`config.mk`:
```
export PLATFORM = sky130hd
export DESIGN_NAME = monitor_verdict_serializer
export DESIGN_NICKNAME = d
export VERILOG_FILES = /design/src/rtl/monitor_serializer_pkg.sv /design/src/rtl/record_fifo.sv /design/src/rtl/monitor_verdict_serializer.sv
export SDC_FILE = /design/constraint.sdc
export NUM_CORES = 2
export LEC_CHECK = 0
export CORE_MARGIN = 2
export CORE_UTILIZATION = 30
export CTS_CLUSTER_SIZE = 14
export DETAILED_ROUTE_END_ITERATION = 16
export DONT_BUFFER_PORTS = 1
export SETUP_SLACK_MARGIN = 0.2
export SYNTH_ARGS = -nofsm -noshare
export SYNTH_HDL_FRONTEND = slang
export SYNTH_SLANG_ARGS = --single-unit
```
`constraint.sdc`:
```
create_clock -name clk -period 74.7 [get_ports clk]
set_clock_uncertainty 0.1 [all_clocks]
set_input_delay 14.94 -clock clk [delete_from_list [all_inputs] [get_ports clk]]
set_output_delay 14.94 -clock clk [all_outputs]
set_load 0.005 [all_outputs]
```
`src/rtl/monitor_serializer_pkg.sv`:
```
// Shared types and helpers for the monitor verdict serializer.
package monitor_serializer_pkg;

  localparam int unsigned WORD_W          = 64;
  localparam int unsigned MAX_OUTPUTS     = 32;
  localparam int unsigned HDR_TS_MSB      = WORD_W - 1;
  localparam int unsigned HDR_MASK_LSB    = 0;

  localparam int unsigned DEF_NUM_OUTPUTS = 4;
  localparam int unsigned DEF_DATA_W      = 64;
  localparam int unsigned DEF_TS_W        = 32;

  typedef enum logic [1:0] {IDLE, HDR, VAL} ser_state_e;

  // Packed layout matches the flat FIFO word: {ts, mask, values[N-1..0]}
  typedef struct packed {
    logic [DEF_TS_W-1:0]                           ts;
    logic [DEF_NUM_OUTPUTS-1:0]                    mask;
    logic [DEF_NUM_OUTPUTS-1:0][DEF_DATA_W-1:0]    values;
  } record_t;

  // Lowest set index >= from, or MAX_OUTPUTS when none remains.
  function automatic logic [5:0] next_set_bit(input logic [MAX_OUTPUTS-1:0] mask,
                                              input logic [5:0]             from);
    logic [5:0] r;
    logic       found;
    r     = 6'(MAX_OUTPUTS);
    found = 1'b0;
    for (int unsigned i = 0; i < MAX_OUTPUTS; i++) begin
      if (!found && mask[i] && (i >= 32'(from))) begin
        r     = 6'(i);
        found = 1'b1;
      end
    end
    return r;
  endfunction

endpackage

```
`src/rtl/record_fifo.sv`:
```
// Single-clock FIFO; a push into a full FIFO is accepted when a pop happens at the same edge.
module record_fifo #(
  parameter int unsigned WIDTH = 8,
  parameter int unsigned DEPTH = 8
) (
  input  logic                     clk_i,
  input  logic                     rst_ni,
  input  logic                     push_i,
  input  logic                     pop_i,
  input  logic [WIDTH-1:0]         wdata_i,
  output logic [WIDTH-1:0]         rdata_o,
  output logic                     full_o,
  output logic                     empty_o,
  output logic [$clog2(DEPTH):0]   level_o,
  output logic                     push_ok_o
);

  localparam int unsigned AW = $clog2(DEPTH);

  logic [WIDTH-1:0] mem [DEPTH];
  logic [AW-1:0]    wptr_q, wptr_d, rptr_q, rptr_d;
  logic [AW:0]      level_q, level_d;
  logic             pop_ok;

  assign full_o    = (level_q == (AW+1)'(DEPTH));
  assign empty_o   = (level_q == '0);
  assign push_ok_o = push_i && (!full_o || pop_i);
  assign pop_ok    = pop_i && !empty_o;
  assign rdata_o   = mem[rptr_q];
  assign level_o   = level_q;

  always_comb begin
    wptr_d  = wptr_q;
    rptr_d  = rptr_q;
    level_d = level_q;
    if (push_ok_o) wptr_d = wptr_q + AW'(1);
    if (pop_ok)    rptr_d = rptr_q + AW'(1);
    if (push_ok_o && !pop_ok)      level_d = level_q + (AW+1)'(1);
    else if (!push_ok_o && pop_ok) level_d = level_q - (AW+1)'(1);
  end

  always_ff @(posedge clk_i) begin
    if (!rst_ni) begin
      wptr_q  <= '0;
      rptr_q  <= '0;
      level_q <= '0;
    end else begin
      wptr_q  <= wptr_d;
      rptr_q  <= rptr_d;
      level_q <= level_d;
    end
  end

  always_ff @(posedge clk_i) begin
    if (push_ok_o) mem[wptr_q] <= wdata_i;
  end

endmodule

```
`src/rtl/monitor_verdict_serializer.sv`:
```
// Captures active monitor cycles into records and streams each as a header plus value words.
module monitor_verdict_serializer
  import monitor_serializer_pkg::*;
#(
  parameter int unsigned NUM_OUTPUTS = 4,
  parameter int unsigned DATA_W      = 64,
  parameter int unsigned TS_W        = 32,
  parameter int unsigned FIFO_DEPTH  = 8,
  parameter int unsigned DROP_W      = 16
) (
  input  logic                          clk,
  input  logic                          rst,
  input  logic                          en,
  input  logic [NUM_OUTPUTS*DATA_W-1:0] mon_data,
  input  logic [NUM_OUTPUTS-1:0]        mon_aktv,
  output logic [63:0]                   out_data,
  output logic                          out_valid,
  input  logic                          out_ready,
  output logic                          out_last,
  output logic                          overflow,
  output logic [DROP_W-1:0]             drop_count,
  output logic [$clog2(FIFO_DEPTH):0]   fifo_level
);

  localparam int unsigned VALS_W = NUM_OUTPUTS * DATA_W;
  localparam int unsigned REC_W  = TS_W + NUM_OUTPUTS + VALS_W;
  localparam int unsigned LVL_W  = $clog2(FIFO_DEPTH) + 1;

  ser_state_e        state_q, state_d;
  logic [TS_W-1:0]   ts_q, ts_d;
  logic [5:0]        idx_q, idx_d;
  logic              overflow_q, overflow_d;
  logic [DROP_W-1:0] drop_q, drop_d;

  logic              push, pop, push_ok, full, empty;
  logic [REC_W-1:0]  wr_rec, rd_rec;

  assign push   = en && (|mon_aktv);
  assign wr_rec = {ts_q, mon_aktv, mon_data};

  record_fifo #(
    .WIDTH (REC_W),
    .DEPTH (FIFO_DEPTH)
  ) u_fifo (
    .clk_i     (clk),
    .rst_ni    (rst),
    .push_i    (push),
    .pop_i     (pop),
    .wdata_i   (wr_rec),
    .rdata_o   (rd_rec),
    .full_o    (full),
    .empty_o   (empty),
    .level_o   (fifo_level),
    .push_ok_o (push_ok)
  );

  logic [TS_W-1:0]        head_ts;
  logic [NUM_OUTPUTS-1:0] head_mask;
  logic [VALS_W-1:0]      head_vals;
  logic [MAX_OUTPUTS-1:0] mask_ext;
  logic [5:0]             first_idx, next_idx;
  logic                   is_last;
  logic [DATA_W-1:0]      cur_val;
  logic [63:0]            hdr_word, val_word;

  assign head_ts   = rd_rec[REC_W-1 -: TS_W];
  assign head_mask = rd_rec[VALS_W +: NUM_OUTPUTS];
  assign head_vals = rd_rec[VALS_W-1:0];
  assign mask_ext  = MAX_OUTPUTS'(head_mask);
  assign first_idx = next_set_bit(mask_ext, 6'd0);
  assign next_idx  = next_set_bit(mask_ext, idx_q + 6'd1);
  assign is_last   = (next_idx >= 6'(NUM_OUTPUTS));

  always_comb begin
    cur_val = '0;
    for (int unsigned i = 0; i < NUM_OUTPUTS; i++) begin
      if (32'(idx_q) == i) cur_val = head_vals[i*DATA_W +: DATA_W];
    end
  end

  always_comb begin
    hdr_word = '0;
    hdr_word[HDR_TS_MSB -: TS_W]            = head_ts;
    hdr_word[HDR_MASK_LSB +: NUM_OUTPUTS]   = head_mask;
  end

  assign val_word = 64'($signed(cur_val));

  // The head record stays in place until its last word is accepted; the
  // back-to-back decision counts a record pushed at that same edge.
  always_comb begin
    state_d   = state_q;
    idx_d     = idx_q;
    pop       = 1'b0;
    out_valid = 1'b0;
    out_last  = 1'b0;
    out_data  = '0;
    unique case (state_q)
      IDLE: if (!empty) state_d = HDR;
      HDR: begin
        out_valid = 1'b1;
        out_data  = hdr_word;
        if (out_ready) begin
          state_d = VAL;
          idx_d   = first_idx;
        end
      end
      VAL: begin
        out_valid = 1'b1;
        out_data  = val_word;
        out_last  = is_last;
        if (out_ready) begin
          if (is_last) begin
            pop     = 1'b1;
            state_d = ((fifo_level > LVL_W'(1)) || push_ok) ? HDR : IDLE;
          end else begin
            idx_d = next_idx;
          end
        end
      end
      default: state_d = IDLE;
    endcase
  end

  always_comb begin
    ts_d       = en ? ts_q + TS_W'(1) : ts_q;
    overflow_d = overflow_q;
    drop_d     = drop_q;
    if (push && !push_ok) begin
      overflow_d = 1'b1;
      if (drop_q != '1) drop_d = drop_q + DROP_W'(1);
    end
  end

  always_ff @(posedge clk) begin
    if (!rst) begin
      state_q    <= IDLE;
      ts_q       <= '0;
      idx_q      <= '0;
      overflow_q <= 1'b0;
      drop_q     <= '0;
    end else begin
      state_q    <= state_d;
      ts_q       <= ts_d;
      idx_q      <= idx_d;
      overflow_q <= overflow_d;
      drop_q     <= drop_d;
    end
  end

  assign overflow   = overflow_q;
  assign drop_count = drop_q;

endmodule

```
=== Word-level counts from Yosys, hierarchy flattened ===
Memory sizes are Yosys's and may differ from the RTL's. A register that Yosys moved wholly into a read port is not among the register bits.
Index checks and enable logic that the tools add are counted.

* Bits in registers: 67
* Memory bits (writable): 2,336
* Input bits: 264
* Output and inout bits: 87
* Word-level logic and storage cells: 112
* Memories: 1

{| class="wikitable"
|+ Memories
! name !! words !! width !! read ports !! clocked after memory_dff !! wr ports !! line !! RTL
|-
| u_fifo.mem || 8 || 292 || 1 || 1 || 1 || record_fifo.sv:20 || <nowiki>logic [WIDTH-1:0] mem [DEPTH];</nowiki>
|}

* $add $sub $neg: 7
* $lt $le $gt $ge: 6
* Equal/unequal tests: 12
* Multiplexer cells: 40
* Reduce and logical (&&, ||, !) cells: 38

{| class="wikitable"
|+ Operators with widths
! kind !! count
|-
| 2-to-1 mux 64 bit || 4
|-
| case mux 64 bit (2 select lines) || 1
|-
| 2-to-1 mux 6 bit || 11
|-
| adder 32 x 1 -> 32 bit (second input constant) || 1
|-
| adder 16 x 1 -> 16 bit (second input constant) || 1
|-
| logical AND 1 bit || 16
|-
| != test 16 bit (second input constant) || 1
|-
| 2-to-1 mux 1 bit || 14
|-
| equality test 6 x 2 -> 1 bit (second input constant) || 2
|-
| >= comparator 1 x 6 -> 1 bit (first input constant) || 2
|-
| >= comparator 2 x 6 -> 1 bit (first input constant) || 2
|-
| case mux 6 bit (2 select lines) || 1
|-
| logical NOT 1 bit || 10
|-
| != test 2 bit (second input constant) || 5
|-
| 2-to-1 mux 2 bit || 4
|-
| 2-to-1 mux 4 bit || 2
|-
| AND reduction 4 bit || 2
|-
| adder 3 x 1 -> 3 bit (second input constant) || 2
|-
| adder 6 x 1 -> 6 bit (second input constant) || 1
|-
| equality test 6 x 1 -> 1 bit (second input constant) || 1
|-
| >= comparator 6 x 3 -> 1 bit (second input constant) || 1
|-
| logical NOT 6 bit || 1
|-
| 2-to-1 mux 3 bit || 2
|-
| case mux 2 bit (3 select lines) || 1
|-
| 13 further kinds || 15
|}

=== Depth between registers and ports, before layout ===
* Depth in word-level cells: 27
* Mapped depth: 14
* Depth with buffers taken out: 13

=== Cells and area by module ===
From an unflattened synthesis, not the netlist that was laid out.

* Cells, all modules: 4,161
* Area, all modules: 93,253.2 um^2

{| class="wikitable"
|+ Modules (own cells, without submodules)
! module !! times used !! cells each !! area an instance (um^2) !! sequential area each (um^2)
|-
| record_fifo || 1 || 3,447 || 88,362.2 || 70,407.5
|-
| monitor_verdict_serializer || 1 || 714 || 4,890.9 || 1,081.0
|}

=== Least setup slack after synthesis ===
OpenSTA, ideal clock, no wires.

* Path kind: input to register
* Start: in en
* End: mem u_fifo.mem[1][0] (netlist name) (enable)
* Setup time: 1.763 ns
* Arrival: 45.225 ns
* Data required time: 72.837 ns
* Path slack: 27.612 ns
* Cell stages on the path: 4
* Path buffers: 1
* Cell sequence: clkbuf_1 > o41a_1 > o21ai_2 > nor4b_1

* Cells in the longest elaborated chain, start to end: 4

{| class="wikitable"
|+ RTL lines
! element !! line !! RTL
|-
| from (decl) || monitor_verdict_serializer.sv:13 || <nowiki>input logic en,</nowiki>
|-
| logical AND 1 bit || monitor_verdict_serializer.sv:38 || <nowiki>assign push = en && (|mon_aktv);</nowiki>
|-
| logical AND 1 bit || record_fifo.sv:27 || <nowiki>assign push_ok_o = push_i && (!full_o || pop_i);</nowiki>
|-
| 2-to-1 mux 1 bit || record_fifo.sv:55 || <nowiki>if (push_ok_o) mem[wptr_q] <= wdata_i;</nowiki>
|-
| 2-to-1 mux 1 bit (implied by the code) || record_fifo.sv:55 ||
|-
| to (decl) || record_fifo.sv:20 ||
|}

No other way between the ends.

==> qor.yml <==
min_path:
  holdCritStartpoint: "u_fifo.rptr_q[2]"
  hold_class: "flop to flop"
  hold_depth: 2
grt:
  grt_pass1_vias: 43854
  antenna_found_initial: 14
  grt_pass1_wl_um: 328000
  grt_start_max_net_pins: 148
  grt_usage_pct: 14.62
  overflow: 0
cts:
  tritoncts: "done"
  hold_buffers: 0
  root_buffer: "clkbuf_16"
  cts_buffers: 244
  cts_resized: 0
  clk_pin_slew_ps: 60
  clockBufferDepth: 4
  clk_latency_ps: 920
  cts_setup_buffers: 0
  h-tree-depth: 4
  clkSinkCount: 2403
yosys:
  synth_edf_count: 2336
  avgSynthCellArea_um2: 22.42
  synth_top_area_share_pct: 75.97
  ys_seq_elements: 2403
  yosysSeqAreaShare_pct: 77.42
  synth_async_sr_flop_share_pct: 0
  synth_cell_types: 56
  syn_area_mm2: 0.09234
  yosysWarnings: 0
  synth_ff_type: "edfxtp_1"
  yosysTopAreaCell: "edfxtp_1"
  yosys-top-cells-area: "edfxtp_1, mux4_2, mux2i_1"
  syn_nets: 4400
  synth_cells: 4119
drt:
  first_pass_iters: 7
  viasPerCell: 4.991
  wl_per_cell_um: 27.26
  dr.first_iter.drc_count: 3852
  totalWireLength_um: 233000
  route.vias.total: 42647
  final_antenna_net_count: 0
  drc_errors: 0
critical_path:
  crit_fanout: 108
  r2r-end: "u_fifo.mem[2][57]"
  cp_slowest_stage_delay_ps: 870
  end_kind: "output port"
  cp-start-kind: "flop"
  cp_common_cell: "buf_12"
  cp_top_family: "buffers and inverters"
  ff2ff_setup_slack_ps: 67500
  crit_type: "flop to output port"
  reg2regPathDepth: 11
  required_ps: 59660
  crit_chain: "buf_12 > buf_12 > buf_4 > mux4_2 > mux2i_1 > o221ai_1 > a21o_1"
  timing.critical_path.arrival_ps: 5890
  crit_buf_inv: 3
  slowest_stage: "buf_4"
floorplan:
  ios: 351
  start_util_pct: 30.17
  core_area_mm2: 0.3061
  placementRows: 203
  die_w_um: 558.8
  die-area_mm2: 0.3122
  die_y_um: 558.8
placed_design:
  place_hpwl_um: 133800
  place_congestion: 0.7443
  dp_worst_setup_slack_ps: 54470
  dpl_cell_area_mm2: 0.09738
  buffer_ports.inserted: 0
final_layout:
  num-fill-cells: 28096
  syn2layout_area_growth_pct: 14.17
  fin_nets: 4514
  drive_above_1_share_pct: 24.02
  final_util_pct: 34.44
  fin_area_mm2: 0.1054
sta:
  worst_hold_slack_ps: 380.2
  hold_violations: 0
  finalSetupViolCount: 0
  rsz0062_at_grt: "false"
  fmax_mhz: 47.78
  min_period_over_period_pct: 28.02
  period_needed_ps: 20930
  tightest_slew_ps: 1116
  tns_ps: 0
  setup_slack_ps: 53770
  slew_headroom_pct: 24.84
  drv_slew: 0
pwr:
  p_leak_nw: 31.24
  vdd_drop_max_uv: 23.69
  power_density_mw_per_mm2: 28.32
run_status:
  outcome: "complete, no violations"
flow_run:
  drv_cap: 0
==> cells in the final DEF (no fill, tap or decap), types with 8 or more instances in the layout <==
cell / count
nand2_1: 49
edfxtp_1: 2336
buf_12: 8
o221ai_1: 28
mux4_2: 580
o22ai_1: 65
xor2_1: 15
nand2b_1: 10
nand3_1: 20
nor2_1: 47
mux2i_1: 311
o21ai_0: 78
a21oi_1: 74
clkbuf_16: 245
xnor2_1: 11
a21o_1: 26
ha_1: 17
dfxtp_1: 64
o211ai_1: 15
bufinv_16: 29
clkinv_2: 50
nor3_1: 13
clkbuf_1: 35
buf_4: 80
nand4_1: 14
clkinvlp_4: 10
or3_1: 16
inv_1: 20
clkinv_1: 60
a22oi_1: 9
==> sequential cells by signal, indices dropped and copies added (netlist names), named ones only <==
name            cells
u_fifo.mem       2336
u_fifo.rptr_q       3
idx_q               3
ts_q               32
drop_count         16
u_fifo.wptr_q       3
state_q             2
overflow            1
u_fifo.level_o      4
==> worst max-delay path by stage <==
stage,from,to,cells past startpoint
after CTS,flop,out_data[35],7
after global placement,flop,out_data[35],7
after global routing,flop,out_data[35],7
after detailed placement,flop,out_data[35],7
final,flop,out_data[35],7
after floorplan,en,u_fifo.mem[1][0],4
==> report_power, final <==
| group | internal, mW | switching, mW |
|---|---|---|
| Combinational | 0.0615 | 0.163 |
| Sequential | 1.53 | 0.0120 |
| Clock | 0.703 | 0.516 |
==> worst reg2reg max path: stages (launching register included) <==
cell,delay (ps)
dfxtp_4,860
buf_12,690
mux4_2,800
a31o_4,310
nor4b_4,200
buf_4,370
o21ai_2,170
nor4b_2,280
buf_4,630
buf_4,800
buf_4,940
buf_4,720
==> kinds of logic after synthesis <==
| family | share of synthesized area [%] |
|---|---|
| buffers and inverters | 1.111 |
| muxes | 17.59 |
| xor gates and xnor gates | 0.2466 |
| DFF | 77.42 |
| adders and majority gates | 0.2304 |
| AOI/OAI and AO/OA | 2.157 |
| and+or+nand+nor | 1.243 |
==> stage by stage <==
| step | total power [mW] | instances |
|---|---|---|
| final | 2.986 | 8545 |
| after global routing | 3.084 | 8539 |
| after CTS | 3.018 | 8538 |
| after detailed placement | 1.800 | 8087 |
| after global placement | 1.798 | 8087 |
| after floorplan | 1.732 | 4119 |
==> final cells by class <==
type | count | area [um^2] | share of cell area, %
flip-flops and latches | 2403 | 71500 | 67.83
repair buffers | 88 | 760.7 | 0.7216
inverters | 21 | 78.83 | 0.07478
multi-input cells | 1475 | 19910 | 18.89
clock buffers | 281 | 6276 | 5.954
well taps | 4100 | 5130 | 4.866
clock inverters | 170 | 1743 | 1.653
diodes | 7 | 17.52 | 0.01662
==> routing by layer <==
metal,global-route usage (%),vias up,routed length [um]
li1,-,17716,-
met1,18.64,23266,93460
met2,23.26,1392,110100
met3,5.541,271,23700
met4,3.991,2,5690
met5,0,-,7
==> Yosys cell counts (11+ instances only) <==
library cell,number
a21o_1,26
a21oi_1,74
buf_1,64
buf_2,66
clkbuf_1,86
dfxtp_1,67
edfxtp_1,2336
ha_1,17
inv_1,21
mux2i_1,311
mux4_2,580
nand2_1,54
nand3_1,20
nand4_1,14
nor2_1,48
nor3_1,15
o211ai_1,15
o21ai_0,78
o221ai_1,28
o22ai_1,65
or3_1,17
xnor2_1,11
xor2_1,15
No activity file was read; power rests on OpenSTA's default activity.
